`src/rtl/load_store_unit.sv`:
```
// load_store_unit: single-request RV32I load/store engine in front of a
// word-wide data memory with combinational read and clocked write.
//   CLK, rst            clock; asynchronous active-high reset
//   req_valid/req_ready request handshake (ready only while idle)
//   req_we, funct3      store/load select and RV32I size/sign code
//   addr, wdata         byte address and right-aligned store data
//   resp_valid          one-cycle completion pulse
//   resp_err, rdata     error flag and extended load data, held until next response
//   mem_A/mem_WD/mem_WE memory address, write word, write enable
//   mem_RD              memory read word (combinational from mem_A)
// Sub-word stores are read-modify-write: the word is read, the lane is
// replaced, and the merged word is written back in a single STORE cycle.
module load_store_unit #(
  parameter int unsigned WORD_ADDR = 0
) (
  input  logic        CLK,
  input  logic        rst,
  input  logic        req_valid,
  output logic        req_ready,
  input  logic        req_we,
  input  logic [2:0]  funct3,
  input  logic [31:0] addr,
  input  logic [31:0] wdata,
  output logic        resp_valid,
  output logic        resp_err,
  output logic [31:0] rdata,
  output logic [31:0] mem_A,
  output logic [31:0] mem_WD,
  output logic        mem_WE,
  input  logic [31:0] mem_RD
);

  typedef enum logic [2:0] {IDLE, LOAD, RMW_RD, STORE, RESP} state_t;

  state_t      state, state_next;
  logic        we_q;
  logic [2:0]  f3_q;
  logic [31:0] addr_q;
  logic [31:0] wd_q;     // store word: wdata for SW, merged word for SB/SH
  logic        req_bad;
  logic [31:0] load_val;
  logic [31:0] merged;
  logic [31:0] addr_map;

  // Illegal funct3 or misaligned access, decoded from the live request.
  always_comb begin
    logic legal;
    logic misaligned;
    legal = 1'b0;
    if (req_we) begin
      legal = (funct3 == 3'b000) || (funct3 == 3'b001) || (funct3 == 3'b010);
    end else begin
      legal = (funct3 == 3'b000) || (funct3 == 3'b001) || (funct3 == 3'b010) ||
              (funct3 == 3'b100) || (funct3 == 3'b101);
    end
    misaligned = ((funct3[1:0] == 2'b01) && addr[0]) ||
                 ((funct3[1:0] == 2'b10) && (addr[1:0] != 2'b00));
    req_bad = !legal || misaligned;
  end

  // Little-endian lane extraction with sign/zero extension.
  always_comb begin
    logic [31:0] byte_sh;
    logic [31:0] half_sh;
    byte_sh  = mem_RD >> {addr_q[1:0], 3'b000};
    half_sh  = addr_q[1] ? {16'h0000, mem_RD[31:16]} : {16'h0000, mem_RD[15:0]};
    load_val = '0;
    case (f3_q)
      3'b000:  load_val = {{24{byte_sh[7]}}, byte_sh[7:0]};
      3'b001:  load_val = {{16{half_sh[15]}}, half_sh[15:0]};
      3'b010:  load_val = mem_RD;
      3'b100:  load_val = {24'h000000, byte_sh[7:0]};
      3'b101:  load_val = {16'h0000, half_sh[15:0]};
      default: load_val = '0;
    endcase
  end

  // Read word with the addressed byte/halfword replaced by store data.
  always_comb begin
    merged = mem_RD;
    if (f3_q[0]) begin
      if (addr_q[1]) merged[31:16] = wd_q[15:0];
      else           merged[15:0]  = wd_q[15:0];
    end else begin
      case (addr_q[1:0])
        2'b00:   merged[7:0]   = wd_q[7:0];
        2'b01:   merged[15:8]  = wd_q[7:0];
        2'b10:   merged[23:16] = wd_q[7:0];
        default: merged[31:24] = wd_q[7:0];
      endcase
    end
  end

  always_ff @(posedge CLK or posedge rst) begin
    if (rst) state <= IDLE;
    else     state <= state_next;
  end

  always_comb begin
    state_next = state;
    case (state)
      IDLE: begin
        if (req_valid) begin
          if (req_bad)                  state_next = RESP;
          else if (!req_we)             state_next = LOAD;
          else if (funct3 == 3'b010)    state_next = STORE;
          else                          state_next = RMW_RD;
        end
      end
      LOAD:    state_next = RESP;
      RMW_RD:  state_next = STORE;
      STORE:   state_next = RESP;
      RESP:    state_next = IDLE;
      default: state_next = IDLE;
    endcase
  end

  always_ff @(posedge CLK or posedge rst) begin
    if (rst) begin
      we_q     <= 1'b0;
      f3_q     <= '0;
      addr_q   <= '0;
      wd_q     <= '0;
      rdata    <= '0;
      resp_err <= 1'b0;
    end else begin
      case (state)
        IDLE: begin
          if (req_valid) begin
            we_q   <= req_we;
            f3_q   <= funct3;
            addr_q <= addr;
            wd_q   <= wdata;
            if (req_bad) begin
              resp_err <= 1'b1;
              rdata    <= '0;
            end
          end
        end
        LOAD: begin
          rdata    <= load_val;
          resp_err <= 1'b0;
        end
        RMW_RD: wd_q <= merged;
        STORE: begin
          rdata    <= '0;
          resp_err <= 1'b0;
        end
        default: ;
      endcase
    end
  end

  assign addr_map = (WORD_ADDR != 0) ? {2'b00, addr_q[31:2]} : {addr_q[31:2], 2'b00};

  // State resets asynchronously, so mem_WE falls the moment rst rises.
  always_comb begin
    req_ready  = (state == IDLE);
    resp_valid = (state == RESP);
    mem_WE     = (state == STORE);
    mem_WD     = (state == STORE) ? wd_q : '0;
    mem_A      = ((state == LOAD) || (state == RMW_RD) || (state == STORE)) ? addr_map : '0;
  end

  logic unused_we;
  assign unused_we = we_q;

endmodule
```
`config.mk`:
```
export PLATFORM = sky130hd
export DESIGN_NAME = load_store_unit
export DESIGN_NICKNAME = d
export VERILOG_FILES = /design/src/rtl/load_store_unit.sv
export SDC_FILE = /design/constraint.sdc
export NUM_CORES = 1
export LEC_CHECK = 0
export CORE_ASPECT_RATIO = 0.6
export CORE_MARGIN = 3
export CORE_UTILIZATION = 41
export DETAILED_ROUTE_END_ITERATION = 12
export PLACE_DENSITY = 0.77
export SLEW_MARGIN = 20
export SYNTH_ARGS = -nofsm -noshare
export SYNTH_HDL_FRONTEND = slang
export SYNTH_SLANG_ARGS = --single-unit
```
`constraint.sdc`:
```
create_clock -name CLK -period 3.36 [get_ports CLK]
set_clock_uncertainty 0.05 [all_clocks]
set_input_delay 0.672 -clock CLK [delete_from_list [all_inputs] [get_ports CLK]]
set_output_delay 0.672 -clock CLK [all_outputs]
set_load 0.02 [all_outputs]
```
== Word-level counts from Yosys, hierarchy flattened ==
Index checks and enable logic that the tools add are counted.

* Register bits: 103
* Input port bits: 103
* Output and inout port bits: 100
* Logic and storage cells: 81

* Eq/ne operators: 20
* Shift operators: 1
* Mux-type cells: 25
* Reduce and logical (&&, ||, !) cells: 27

{| class="wikitable"
|+ Operators with widths
! operator !! count
|-
| 2-to-1 mux 32 bit || 6
|-
| case mux 32 bit (5 select lines) || 1
|-
| case mux 32 bit (3 select lines) || 1
|-
| case mux 32 bit (2 select lines) || 1
|-
| 2-to-1 mux 16 bit || 3
|-
| 2-to-1 mux 8 bit || 4
|-
| >> shifter 32 x 5 -> 8 bit || 1
|-
| == test 3 bit (second input constant) || 5
|-
| == test 3 x 2 -> 1 bit (second input constant) || 4
|-
| == test 3 x 1 -> 1 bit (second input constant) || 3
|-
| zero test 3 bit || 3
|-
| case mux 3 bit (3 select lines) || 1
|-
| AND reduction 3 bit || 3
|-
| logical OR 1 bit || 8
|-
| 2-to-1 mux 3 bit || 2
|-
| != test 3 bit (second input constant) || 2
|-
| nonzero test 2 bit || 3
|-
| == test 2 x 1 -> 1 bit (second input constant) || 2
|-
| == test 2 bit (second input constant) || 2
|-
| 2-to-1 mux 1 bit || 4
|-
| AND reduction 2 bit || 2
|-
| AND reduction 4 bit || 1
|-
| nonzero test 3 bit || 1
|-
| OR reduction 3 bit || 1
|-
| other kinds (8) || 9
|}

== Depth between registers and ports, before layout ==
Gate-level depths: netlist of the first run.

* Word-level depth: 11
* Mapped depth: 7

== Least setup slack after synthesis of the first run ==
Ideal clock, no wire load.

* Kind: reg2out
* Start point: reg state[2]
* End point: out mem_WD[22]
* Data arrival time: 1.548 ns
* Setup slack: 1.090 ns
* Cell stages (with the launch flop): 6
* Path buffers: 2
* Cells stage by stage: dfrtp_1 -> buf_2 -> nand2b_1 -> nor2_1 -> clkbuf_1 -> and2_1

* Longest elaborated chain between the ends: 2

{| class="wikitable"
|+ Ends and longest elaborated chain
! item !! line !! text
|-
| start: declaration || 35 || <nowiki>state_t state, state_next;</nowiki>
|-
| start signal: assignment || 96 || <nowiki>else state <= state_next;</nowiki>
|-
| == test 3 x 2 -> 1 bit || n/a ||
|-
| net mem_WE || 29 || <nowiki>output logic mem_WE,</nowiki>
|-
| 2-to-1 mux 32 bit || 161 || <nowiki>mem_WD = (state == STORE) ? wd_q : '0;</nowiki>
|-
| end: declaration || 28 || <nowiki>output logic [31:0] mem_WD,</nowiki>
|}

The timed path passes the listed nets, and every way through them passes these cells.

== Worst setup path in the final report of the first run ==
* Start point: reg state[2]
* End point: out mem_WD[18]

* Longest elaborated chain between the ends: 2

{| class="wikitable"
|+ Ends and longest elaborated chain
! item !! line
|-
| == test 3 x 2 -> 1 bit || 161
|-
| 2-to-1 mux 32 bit || 161
|}

Every way passes these cells.

==> impl_metrics.env, run 1 <==
export IMPL_path_buf_inv=3
export IMPL_crit_top_cell="buf_4"
export IMPL_cp_max_fo=33
export IMPL_holdBufCountCts=0
export IMPL_port_buffers=200
export IMPL_synthArstFlopShare=1.00
export IMPL_cts_tree="done"
export IMPL_p_comb_frac=0.514
export IMPL_p_clk_frac=0.151
export IMPL_crit_type="register to primary output"
export IMPL_fmax_ghz=0.330
export IMPL_area_delta_synth_final_pct=42.8
export IMPL_routed_via_count=5028
export IMPL_ys_flop_type="dfrtp_1"
export IMPL_met1_length_mm=8.25
export IMPL_worstPathArrival_ns=2.31
export IMPL_startpoint_type="register"
export IMPL_fin_total_pwr_mw=6.98
export IMPL_top_layer="met5"
export IMPL_die_h_um=96.7
export IMPL_dr_wl_met3_mm=2.36
export IMPL_relSlewSlack=0.399
export IMPL_synth_seq_cells=103
export IMPL_root_buffer="clkbuf_16"
export IMPL_grt_remaining_overflow=0
export IMPL_slowest_delay_ns=0.62
export IMPL_cp_end_kind="primary output"
export IMPL_drtIter0Drc=425
export IMPL_dpl_cell_count=870
export IMPL_fin_area_sq_um=8030
export IMPL_routed_wirelength_mm=18.6
export IMPL_nets=814
export IMPL_setup_viol=0
export IMPL_crit_family="buffers and inverters"
export IMPL_htreeDepth=3
export IMPL_core_region_area_sq_um=13100
export IMPL_dp_slack_ns=0.649
export IMPL_die_area_sq_um=15200
export IMPL_cts_buffers=9
export IMPL_fin_ws_ns=0.330
export IMPL_die_x_um=157
export IMPL_drt_pass1_iterations=5
export IMPL_gp_congestion=0.883
export IMPL_critical_path_slowest_cell="clkdlybuf4s50_1"
export IMPL_cts_buffer_depth=2
export IMPL_synth_cell_types=52
export IMPL_final_fill_count=1106
export IMPL_timing_hold_ws_ns=0.446
export IMPL_wl_met2_mm=7.83
export IMPL_p_sw_mw=2.83
export IMPL_p_int_mw=4.15
export IMPL_initial_core_util=0.428
export IMPL_clock_sinks=103
export IMPL_clkTransAtPathRegs_ns=0.07
export IMPL_p_per_area_nw_per_um2=869
export IMPL_rsz0062_at_grt="false"
export IMPL_grt_pass1_vias=5099
export IMPL_maxSlewViolCount=0
export IMPL_place_hpwl_mm=14.4
export IMPL_drt_drc_violations_left=0
export IMPL_syn_avg_cell_area_sq_um=10.6
export IMPL_utilization=0.611
export IMPL_p_sw_frac=0.406
export IMPL_critPathRequiredTime_ns=2.64
export IMPL_p_seq_frac=0.335
export IMPL_peakVddDrop_v=0.000327
export IMPL_grt_pass1_wl_mm=28.9
export IMPL_synth_enable_flop_cells=0
export IMPL_ctsResizeCount=0
export IMPL_post_dp_cell_area_sq_um=7720
export IMPL_worstMarginPinSlew_ns=0.897
export IMPL_via_per_inst=5.67
export IMPL_path_cells="buf_4, nand2b_1, nor2_1, buf_4, and2_1, clkdlybuf4s50_1"
export IMPL_fin_crit_sh=0.902
export IMPL_ioPinCount=203
export IMPL_post_cts_buffers=0
export IMPL_grt_max_degree=73
export IMPL_synthCells=529
export IMPL_setup_tns_ns=0
export IMPL_yosysSeqAreaShare=0.458
export IMPL_yosysWarnings=0
export IMPL_syn_area_sq_um=5620
export IMPL_status="completed"
export IMPL_ant_nets=0
export IMPL_antenna_found_initial=1
export IMPL_routedWlPerCell_um=21.0
export IMPL_grtUsageTotal=0.242
export IMPL_worstSkewPairLatency_ns=0.34
export IMPL_fin_cells=886
export IMPL_drive_above_1_share=0.131
export IMPL_hold_viol=0
export IMPL_hp_class="register to register"
export IMPL_fp_row_count=32
export IMPL_power_leakage_nw=3.33
export IMPL_drv_cap=0
export IMPL_n_antenna_cell=0
export IMPL_period_minus_slack_ns=3.03
## placed cells by master, fill, tap and decap left out, drive strengths merged, types with 2 or more instances in the layout
cell type / count
clkinvlp: 2
nand3: 5
buf: 13
clkinv: 2
o31ai: 8
a221o: 18
clkbuf: 11
nor2: 16
and3: 8
o22a: 15
dfrtp: 103
nand2: 44
clkdlybuf4s50: 200
nor2b: 11
conb: 2
mux2: 51
a41o: 2
o21ai: 25
a21oi: 15
o21bai: 2
nand2b: 9
nor3b: 4
a211oi: 19
a22oi: 5
a21o: 3
inv: 4
o211ai: 2
mux2i: 26
a221oi: 9
and2: 64
nor3: 5
## sequential cells by signal (all words and copies together), names as in the netlist
name and count:
rdata 32, addr_q 32, wd_q 32, resp_err 1
f3_q 3, state 3
## final cells by class
cell class,count,area [sq um],area share
clock buffer,11,243,0.0302
clock inverter,5,56.3,0.00701
inverter,4,18.8,0.00234
multi-input combinational,380,2810,0.350
sequential,103,2580,0.321
tap,170,213,0.0265
timing repair buffer,213,2110,0.263
## logic make-up (layout without fill, tap and decap cells)
family | count (synthesis) | after routing | synth area share
simple gates | 172 | 172 | 0.172
buf+inv | 47 | 233 | 0.0449
other cells | 1 | 2 | 0.000667
mux | 77 | 77 | 0.148
compound gates | 129 | 129 | 0.176
flops | 103 | 103 | 0.458
## cell usage after synthesis (9+ instances only)
master    instances  area (sq um)
o21ai_0          22           110
mux2_2           51           574
nand2_1          43           161
nor2b_1          10          62.6
a211oi_1         19           143
a221oi_1          9          78.8
o22a_1           15           131
buf_2            17          85.1
clkbuf_1         15          56.3
a221o_1          18           180
and2_1           64           400
nor2_1           16          60.1
mux2i_1          26           260
a21oi_1          15          75.1
dfrtp_1         103          2580
## per-layer routing
layer | vias to the layer above | global-route usage
met1 | 2449 | 0.346
met3 | 19 | 0.107
li1 | 2291 | -
met4 | 2 | 0.0407
met5 | - | 0
met2 | 267 | 0.345
## power by group through the flow
stage	Sequential (mW)	Combinational [mW]	Clock (mW)
global placement	2.30	3.48	0
CTS	2.31	3.58	1.07
global route	2.41	3.87	1.12
detailed placement	2.33	3.56	0
finish	2.34	3.59	1.05
floorplan	2.27	2.27	0
## worst paths after layout
check	from	endpoint	slack, ns	cells past startpoint
max	state[2]	mem_WD[18]	0.33	6
min in group asynchronous	rst	rdata[29]	0.74	2
min reg2reg	rdata[7]	rdata[7]	0.45	1
max in group asynchronous	rst	rdata[14]	1.70	3
max reg2reg	addr_q[0]	wd_q[4]	0.96	4
min	rdata[7]	rdata[7]	0.45	1
(Power assumes the default switching activity.)
==> run 2: changes to the inputs <==
--- a/config.mk
+++ b/config.mk
@@ -9,6 +9,7 @@
 export CORE_MARGIN = 3
 export CORE_UTILIZATION = 41
 export DETAILED_ROUTE_END_ITERATION = 12
+export GPL_TIMING_DRIVEN = 1
 export PLACE_DENSITY = 0.77
 export SLEW_MARGIN = 20
 export SYNTH_ARGS = -nofsm -noshare
==> results of run 2 <==
Same layout as run 1: the final DEF is identical, and so are final timing and power.
==> run 3: changes to the inputs <==
--- a/config.mk
+++ b/config.mk
@@ -8,6 +8,7 @@
 export CORE_ASPECT_RATIO = 0.6
 export CORE_MARGIN = 3
 export CORE_UTILIZATION = 41
+export CTS_BUF_LIST = sky130_fd_sc_hd__clkbuf_4 sky130_fd_sc_hd__clkbuf_8 sky130_fd_sc_hd__clkbuf_16
 export DETAILED_ROUTE_END_ITERATION = 12
 export GPL_TIMING_DRIVEN = 1
 export PLACE_DENSITY = 0.77
==> impl_metrics.env, run 3 (synthesis results as in run 1) <==
export IMPL_status="completed"
export IMPL_r2r_end="wd_q[4]"
export IMPL_hp_class="register to register"
export IMPL_rsz0062_at_grt="false"
export IMPL_ff2ff_setup_slack_ns=0.95
export IMPL_cp_max_fo=33
export IMPL_setup_viol=0
export IMPL_fin_total_pwr_mw=7.00
export IMPL_path_cells="buf_4, nand2b_1, nor2_1, buf_4, and2_1, clkdlybuf4s50_1"
export IMPL_setup_tns_ns=0
export IMPL_post_cts_buffers=0
export IMPL_die_h_um=96.7
export IMPL_cp_end_kind="primary output"
export IMPL_worstSkewPairLatency_ns=0.35
export IMPL_place_hpwl_mm=14.4
export IMPL_antenna_found_initial=1
export IMPL_drt_pass1_iterations=5
export IMPL_maxSlewViolCount=0
export IMPL_post_dp_cell_area_sq_um=7720
export IMPL_whs_path_depth=1
export IMPL_gp_congestion=0.883
export IMPL_n_antenna_cell=0
export IMPL_clkTransAtPathRegs_ns=0.07
export IMPL_reg_largest_list="addr_q (32), rdata (32), wd_q (32)"
export IMPL_final_fill_count=1106
export IMPL_critPathLaunch="state[2]"
export IMPL_grtUsageTotal=0.242
export IMPL_grt_pass1_wl_mm=28.9
export IMPL_via_per_inst=5.68
export IMPL_ant_nets=0
export IMPL_drv_cap=0
export IMPL_regArea_sq_um=2580
export IMPL_grt_pass1_vias=5098
export IMPL_ctsResizeCount=0
export IMPL_grt_max_degree=73
export IMPL_die_x_um=157
export IMPL_hold_path_startpoint="rdata[7]"
export IMPL_path_buf_inv=3
export IMPL_routed_wirelength_mm=18.6
export IMPL_hold_viol=0
export IMPL_fin_cells=886
export IMPL_r2r_start="addr_q[0]"
export IMPL_peakVddDrop_v=0.000327
export IMPL_cts_buffer_depth=2
export IMPL_area_delta_synth_final_pct=42.8
export IMPL_crit_top_cell="buf_4"
export IMPL_final_common_cell="clkdlybuf4s50_1"
export IMPL_htreeDepth=3
export IMPL_cts_tree="done"
export IMPL_crit_family="buffers and inverters"
export IMPL_nets=814
export IMPL_die_area_sq_um=15200
export IMPL_final_cell_mix="clkdlybuf4s50_1, dfrtp_1, and2_1, mux2_2, nand2_1"
export IMPL_p_per_area_nw_per_um2=871
export IMPL_clock_sinks=103
export IMPL_slowest_delay_ns=0.61
export IMPL_timing_hold_ws_ns=0.446
export IMPL_r2r_cells=4
export IMPL_power_leakage_nw=3.33
export IMPL_critPathRequiredTime_ns=2.64
export IMPL_routedWlPerCell_um=21.0
export IMPL_dpl_cell_count=870
export IMPL_relSlewSlack=0.403
export IMPL_multiInputGateArea_sq_um=2810
export IMPL_drive_above_1_share=0.133
export IMPL_grt_remaining_overflow=0
export IMPL_holdBufCountCts=0
export IMPL_fp_row_count=32
export IMPL_initial_core_util=0.428
export IMPL_drt_drc_violations_left=0
export IMPL_period_minus_slack_ns=3.03
export IMPL_crit_type="register to primary output"
export IMPL_fin_area_sq_um=8030
export IMPL_fmax_ghz=0.330
export IMPL_startpoint_type="register"
export IMPL_critical_path_slowest_cell="clkdlybuf4s50_1"
export IMPL_port_buffers=200
export IMPL_drtIter0Drc=444
export IMPL_core_region_area_sq_um=13100
export IMPL_worstPathArrival_ns=2.31
export IMPL_routed_via_count=5032
export IMPL_ioPinCount=203
export IMPL_worstHoldEndpoint="rdata[7]"
export IMPL_fin_crit_sh=0.902
export IMPL_root_buffer="clkbuf_16"
export IMPL_worstMarginPinSlew_ns=0.891
export IMPL_cts_buffers=9
## run 3: worst max path at each step
| stage | to | cells past startpoint |
|---|---|---|
| floorplan | mem_WD[22] | 5 |
| global placement | mem_WD[5] | 6 |
| detailed placement | rdata[20] | 5 |
| CTS | mem_WD[18] | 6 |
| global route | mem_WD[7] | 6 |
| finish | mem_WD[19] | 6 |
## run 3: area by class of cell
class	count	area share
repair buffers	213	0.263
well taps	170	0.0265
flip-flops and latches	103	0.321
clock inverters	5	0.00701
inverters	4	0.00234
clock buffers	11	0.0307
multi-input cells	380	0.350
## run 3: through the flow
stage | setup slack, ns | util
final | 0.330 | 0.612
after global routing | 0.169 | 0.612
after floorplan | 1.09 | -
after global placement | 0.701 | 0.588
after CTS | 0.301 | 0.611
after detailed placement | 0.649 | 0.588
## run 3: power breakdown
| part | switching [mW] | leakage, nW | internal (mW) |
|---|---|---|---|
| Sequential | 0.523 | 1.28 | 1.82 |
| Combinational | 1.86 | 1.91 | 1.73 |
| Clock | 0.454 | 0.149 | 0.606 |
| Total | 2.84 | 3.33 | 4.15 |
## run 3: metal layers
metal  GRT usage  share of wire  vias to the layer above
met4      0.0407         0.0081                        2
met1       0.346           0.44                     2451
li1            -              -                     2281
met2       0.345           0.42                      281
met3       0.107           0.14                       17
met5           0        0.00070                        -
